[src/rtl/load_store_unit.sv]
// load_store_unit: byte/half/word load-store initiator for a word-addressed, byte-masked data memory.
// Optional MISALIGNED_SPLIT_EN splits word-crossing accesses into two word accesses instead of faulting.
module load_store_unit #(
    parameter int DM_ADDR_WIDTH = 10,
    parameter int XLEN          = 32
) (
    input  logic                     clk,
    input  logic                     reset_n,
    input  logic                     mem_req,
    input  logic                     mem_write,
    input  logic [2:0]               funct3,
    input  logic [XLEN-1:0]          addr,
    input  logic [XLEN-1:0]          store_data,
    output logic                     req_ready,
    output logic                     done,
    output logic                     fault,
    output logic [XLEN-1:0]          load_data,
    output logic                     dm_read_enable,
    output logic                     dm_write_enable,
    output logic [DM_ADDR_WIDTH-1:0] dm_address,
    output logic [XLEN-1:0]          dm_write_data,
    output logic [3:0]               dm_write_mask,
    input  logic [XLEN-1:0]          dm_read_data
);
    typedef enum logic [1:0] {IDLE, ACC1, ACC2, WAIT} state_t;
    state_t state, state_nxt;
    logic [1:0] off, off_q;
    logic [2:0] f3_q;
    logic [3:0] wmask, hi_mask, wm_nxt;
    logic [7:0] m8;
    logic [2*XLEN-1:0] d64, r64;
    logic [XLEN-1:0] hi_data, word_a, r, ext, wd_nxt, ld_nxt;
    logic [DM_ADDR_WIDTH-1:0] adr_nxt;
    logic legal, misal_bad, bad, split, split_q, store_q;
    logic re_nxt, we_nxt, done_nxt, fault_nxt;
    logic unused_bits;
    assign off       = addr[1:0];
    assign wmask     = funct3[1] ? 4'b1111 : funct3[0] ? 4'b0011 : 4'b0001;
    assign m8        = {4'b0, wmask} << off;
    assign d64       = {{XLEN{1'b0}}, store_data} << {off, 3'b0};
    assign split     = |m8[7:4];
    assign legal     = (funct3 inside {3'b000, 3'b001, 3'b010}) || (!mem_write && (funct3 inside {3'b100, 3'b101}));
`ifdef MISALIGNED_SPLIT_EN
    assign misal_bad = 1'b0;
`else
    assign misal_bad = (funct3[1:0] == 2'b01 && addr[0]) || (funct3[1:0] == 2'b10 && off != 2'b00);
`endif
    assign bad       = !legal || misal_bad;
    assign req_ready = state == IDLE;
    // The last word read is on dm_read_data in WAIT; word A was captured in ACC2 when split.
    assign r64 = {split_q ? dm_read_data : {XLEN{1'b0}}, split_q ? word_a : dm_read_data} >> {off_q, 3'b0};
    assign r   = r64[XLEN-1:0];
    assign ext = f3_q == 3'b000 ? {{(XLEN-8){r[7]}}, r[7:0]} :
                 f3_q == 3'b001 ? {{(XLEN-16){r[15]}}, r[15:0]} :
                 f3_q == 3'b100 ? {{(XLEN-8){1'b0}}, r[7:0]} :
                 f3_q == 3'b101 ? {{(XLEN-16){1'b0}}, r[15:0]} : r;
    assign unused_bits = ^{addr[XLEN-1:DM_ADDR_WIDTH+2], r64[2*XLEN-1:XLEN]};

    always_comb begin
        state_nxt = state;
        re_nxt    = 1'b0;
        we_nxt    = 1'b0;
        adr_nxt   = '0;
        wd_nxt    = '0;
        wm_nxt    = '0;
        done_nxt  = 1'b0;
        fault_nxt = 1'b0;
        ld_nxt    = '0;
        case (state)
            IDLE: if (mem_req) begin
                if (bad) begin
                    done_nxt  = 1'b1;
                    fault_nxt = 1'b1;
                end else begin
                    state_nxt = ACC1;
                    re_nxt    = !mem_write;
                    we_nxt    = mem_write;
                    adr_nxt   = addr[DM_ADDR_WIDTH+1:2];
                    wm_nxt    = mem_write ? m8[3:0] : 4'b0;
                    wd_nxt    = mem_write ? d64[XLEN-1:0] : {XLEN{1'b0}};
                end
            end
            ACC1: if (split_q) begin
                state_nxt = ACC2;
                re_nxt    = !store_q;
                we_nxt    = store_q;
                adr_nxt   = dm_address + 1'b1;
                wm_nxt    = hi_mask;
                wd_nxt    = hi_data;
            end else begin
                state_nxt = store_q ? IDLE : WAIT;
                done_nxt  = store_q;
            end
            ACC2: begin
                state_nxt = store_q ? IDLE : WAIT;
                done_nxt  = store_q;
            end
            default: begin
                state_nxt = IDLE;
                done_nxt  = 1'b1;
                ld_nxt    = ext;
            end
        endcase
    end

    always_ff @(posedge clk or negedge reset_n) begin
        if (!reset_n) begin
            state           <= IDLE;
            dm_read_enable  <= 1'b0;
            dm_write_enable <= 1'b0;
            dm_address      <= '0;
            dm_write_data   <= '0;
            dm_write_mask   <= '0;
            done            <= 1'b0;
            fault           <= 1'b0;
            load_data       <= '0;
            store_q         <= 1'b0;
            split_q         <= 1'b0;
            f3_q            <= '0;
            off_q           <= '0;
            hi_mask         <= '0;
            hi_data         <= '0;
            word_a          <= '0;
        end else begin
            state           <= state_nxt;
            dm_read_enable  <= re_nxt;
            dm_write_enable <= we_nxt;
            dm_address      <= adr_nxt;
            dm_write_data   <= wd_nxt;
            dm_write_mask   <= wm_nxt;
            done            <= done_nxt;
            fault           <= fault_nxt;
            load_data       <= ld_nxt;
            if (state == IDLE && mem_req) begin
                store_q <= mem_write;
                split_q <= split;
                f3_q    <= funct3;
                off_q   <= off;
                hi_mask <= mem_write ? m8[7:4] : 4'b0;
                hi_data <= mem_write ? d64[2*XLEN-1:XLEN] : {XLEN{1'b0}};
            end
            if (state == ACC2) word_a <= dm_read_data;
        end
    end
endmodule
[config.mk]
export PLATFORM = sky130hd
export DESIGN_NAME = load_store_unit
export DESIGN_NICKNAME = d
export VERILOG_FILES = /design/src/rtl/load_store_unit.sv
export SDC_FILE = /design/constraint.sdc
export NUM_CORES = 1
export LEC_CHECK = 0
export CORE_AREA = 8 8 132 134
export DETAILED_ROUTE_END_ITERATION = 16
export DIE_AREA = 0 0 140 142
export GPL_TIMING_DRIVEN = 0
export PLACE_DENSITY = 0.85
export SKIP_CTS_REPAIR_TIMING = 1
export SLEW_MARGIN = 20
export SYNTH_ARGS = -nofsm -noshare
export SYNTH_HDL_FRONTEND = slang
export SYNTH_SLANG_ARGS = --single-unit
[constraint.sdc]
create_clock -name clk -period 1.98 [get_ports clk]
set_input_delay 0.396 -clock clk [delete_from_list [all_inputs] [get_ports clk]]
set_output_delay 0.396 -clock clk [all_outputs]
set_load 0.01 [all_outputs]
==> flow_metrics.env <==
export IMPL_area_growth_syn_to_layout_pct=33.8
export IMPL_status="completed"
export IMPL_drive_above_1_share_pct=18.0
export IMPL_finalMaxSlewViolations=0
export IMPL_syn_avg_cell_area_um2=11.0
export IMPL_cp_max_fo=10
export IMPL_fin_crit_sh_pct=96.4
export IMPL_vdd_drop_max_uv=761
export IMPL_cts_tree="done"
export IMPL_antenna_found_initial=1
export IMPL_ioPinCount=186
export IMPL_synthArstFlopShare_pct=100
export IMPL_yosys_area_top_type_share_pct=50.1
export IMPL_fp_dieH_um=142
export IMPL_cp_arrival_ns=2.27
export IMPL_clockRootBuffer="clkbuf_16"
export IMPL_yosysWarnings=0
export IMPL_grt_max_degree=90
export IMPL_hold_viol=0
export IMPL_powerDensity_nw_per_um2=1280
export IMPL_synth_net_count=785
export IMPL_drt_iter0_markers=643
export IMPL_synthCells=681
export IMPL_finalPower_mw=12.9
export IMPL_setup_viol=0
export IMPL_routed_wl_um=23000
export IMPL_clock_latency_ns=0.43
export IMPL_cellLeakagePower_nw=4.41
export IMPL_grt_overflow=0
export IMPL_grt_first_pass_wirelength_um=35600
export IMPL_mostFrequentLayoutCells="clkdlybuf4s50_1 (161), dfrtp_1 (150), nand2_1 (73), mux2i_1 (73), o21ai_0 (55)"
export IMPL_ys_seq_elements=150
export IMPL_place_congestion=0.918
export IMPL_route_detailed_drc=0
export IMPL_final_nets=972
export IMPL_place_hpwl_um=16200
export IMPL_grtUsageTotal_pct=23.1
export IMPL_start_util_pct=48.6
export IMPL_vias_per_cell=5.89
export IMPL_vias=6321
export IMPL_critPathRequiredTime_ns=2.34
export IMPL_clock_sinks=150
export IMPL_hold_worst_slack_ns=0.481
export IMPL_rsz0062_at_grt="false"
export IMPL_cts_htree_levels=4
export IMPL_grt_pass1_vias=6676
export IMPL_clockBufferDepth=2
export IMPL_critical_path_class="input pin to flop"
export IMPL_cts_buffers=17
export IMPL_tightest_slew_ns=0.749
export IMPL_ant_nets=0
export IMPL_fp_dieArea_um2=19900
export IMPL_port_buffers=164
export IMPL_synth_area_um2=7500
export IMPL_cp_start_kind="input pin"
export IMPL_yosys_top_cells_area="dfrtp_1 (50%), mux2i_1 (9.7%), mux2_2 (7.2%)"
export IMPL_hp_class="input pin to async pin"
export IMPL_yosysSeqAreaShare_pct=50.1
export IMPL_finalClockSkew_ns=0.00914
export IMPL_firstDrtPassIters=4
export IMPL_synth_edff_count=0
export IMPL_synthDistinctLibCells=53
export IMPL_die_w_um=140
export IMPL_clock_fmax_mhz=524
export IMPL_core_area_um2=15400
export IMPL_yosys_area_top_type="dfrtp_1"
export IMPL_crit_path_end_kind="flop"
export IMPL_post_drt_wl_per_cell_um=21.4
export IMPL_clkTransAtPathRegs_ns=0.06
export IMPL_cap_violations=0
export IMPL_slew_headroom_pct=49.8
export IMPL_mostFrequentLayoutCell="clkdlybuf4s50_1"
export IMPL_fin_crit_ns=1.91
export IMPL_ys_flop_type="dfrtp_1"
export IMPL_row_count=46
-- worst max-delay path, stage by stage --
cell and delay (ns):
clkdlybuf4s50_1 0.62, nand4bb_1 0.21, o21bai_2 0.36, or2_4 0.33, nor2_8 0.17, a22o_1 0.18
-- where the power goes --
part	switching [mW]	internal [mW]	leakage [nW]
Sequential	0.515	3.86	1.98
Clock	1.31	1.67	0.252
Combinational	2.91	2.60	2.18
Total	4.74	8.13	4.41
-- metal layers --
layer | global-route usage, % | wire length, um | share of wire, % | vias up
met5 | 0 | 0 | 0 | -
met4 | 10.6 | 865 | 3.8 | 0
met3 | 7.38 | 2120 | 9.2 | 78
met2 | 37.5 | 11100 | 48 | 362
met1 | 27.5 | 8920 | 39 | 3067
li1 | - | - | - | 2814
-- logic make-up after synthesis --
logic type	Yosys count	share of synthesized area, %
buffers and inverters	53	4.05
adders and majority gates	1	0.167
AOI/OAI and AO/OA	156	13.9
DFF	150	50.1
and+or+nand+nor	184	11.7
muxes	129	19.2
xor gates and xnor gates	8	0.934
-- cell usage after synthesis, types with 2 or more instances --
library cell / number
nand2b_1: 12
a31oi_1: 4
xor2_1: 3
nand3b_1: 3
and3_1: 12
nor3_1: 4
a22o_1: 18
nor2_1: 51
inv_1: 7
buf_2: 14
buf_4: 3
a21oi_1: 28
a32oi_1: 2
mux4_2: 7
buf_6: 10
nor2_2: 4
a21o_1: 2
nor2b_1: 10
a221oi_2: 2
nand2_1: 73
o22ai_1: 7
o21ai_2: 10
nand3_1: 5
o31ai_1: 2
o21ai_0: 55
dfrtp_1: 150
o211ai_2: 2
clkbuf_1: 17
o211ai_1: 2
mux2i_1: 73
xnor2_1: 5
o221a_2: 7
a22oi_1: 10
mux2_2: 48
-- registers in the layout (all words and copies together) (netlist names) --
register         count
hi_data             24
dm_write_data       32
word_a              32
f3_q                 3
dm_address          10
state                2
dm_read_enable       1
fault                1
load_data           32
done                 1
hi_mask              3
dm_write_enable      1
store_q              1
split_q              1
dm_write_mask        4
off_q                2
-- area by class of cell --
type | instances | area [um^2]
diodes | 1 | 2.50
plain buffers | 46 | 283
clock buffers | 21 | 460
clock inverters | 10 | 75.1
fillers | 1178 | 5390
inverters | 7 | 26.3
multi-input cells | 478 | 3490
flip-flops and latches | 150 | 3750
well taps | 192 | 240
repair buffers | 168 | 1700
-- path summary, 6_finish.rpt --
check | startpoint | to | slack, ns | cells after the start
max | mem_write | dm_write_data[1]$_DFF_PN0_ | 0.07 | 6
min | reset_n | word_a[11]$_DFFE_PN0N_ | 0.48 | 2
max reg2reg | state[1]$_DFFE_PN0P_ | load_data[25]$_DFF_PN0_ | 0.08 | 6
min reg2reg | hi_data[11]$_DFFE_PN0P_ | dm_write_data[11]$_DFF_PN0_ | 0.48 | 2
max in group asynchronous | reset_n | dm_write_data[22]$_DFF_PN0_ | 0.71 | 3
min in group clk | hi_data[11]$_DFFE_PN0P_ | dm_write_data[11]$_DFF_PN0_ | 0.48 | 2
-- per-stage QoR --
stage               area (um^2)  TNS [ns]  utilization (%)  setup slack (ns)  instances
global placement           9380   -835.48             60.8             -5.40       1037
global route              10000         0             65.0           0.00671       1073
floorplan                  7500         0                -             0.386        681
detailed placement         9410    -28.40             61.0            -0.590       1038
CTS                        9950     -1.44             64.5            -0.243       1069
finish                    10000         0             65.0            0.0709       1073
Note: power is estimated with default switching activity, not from simulation.
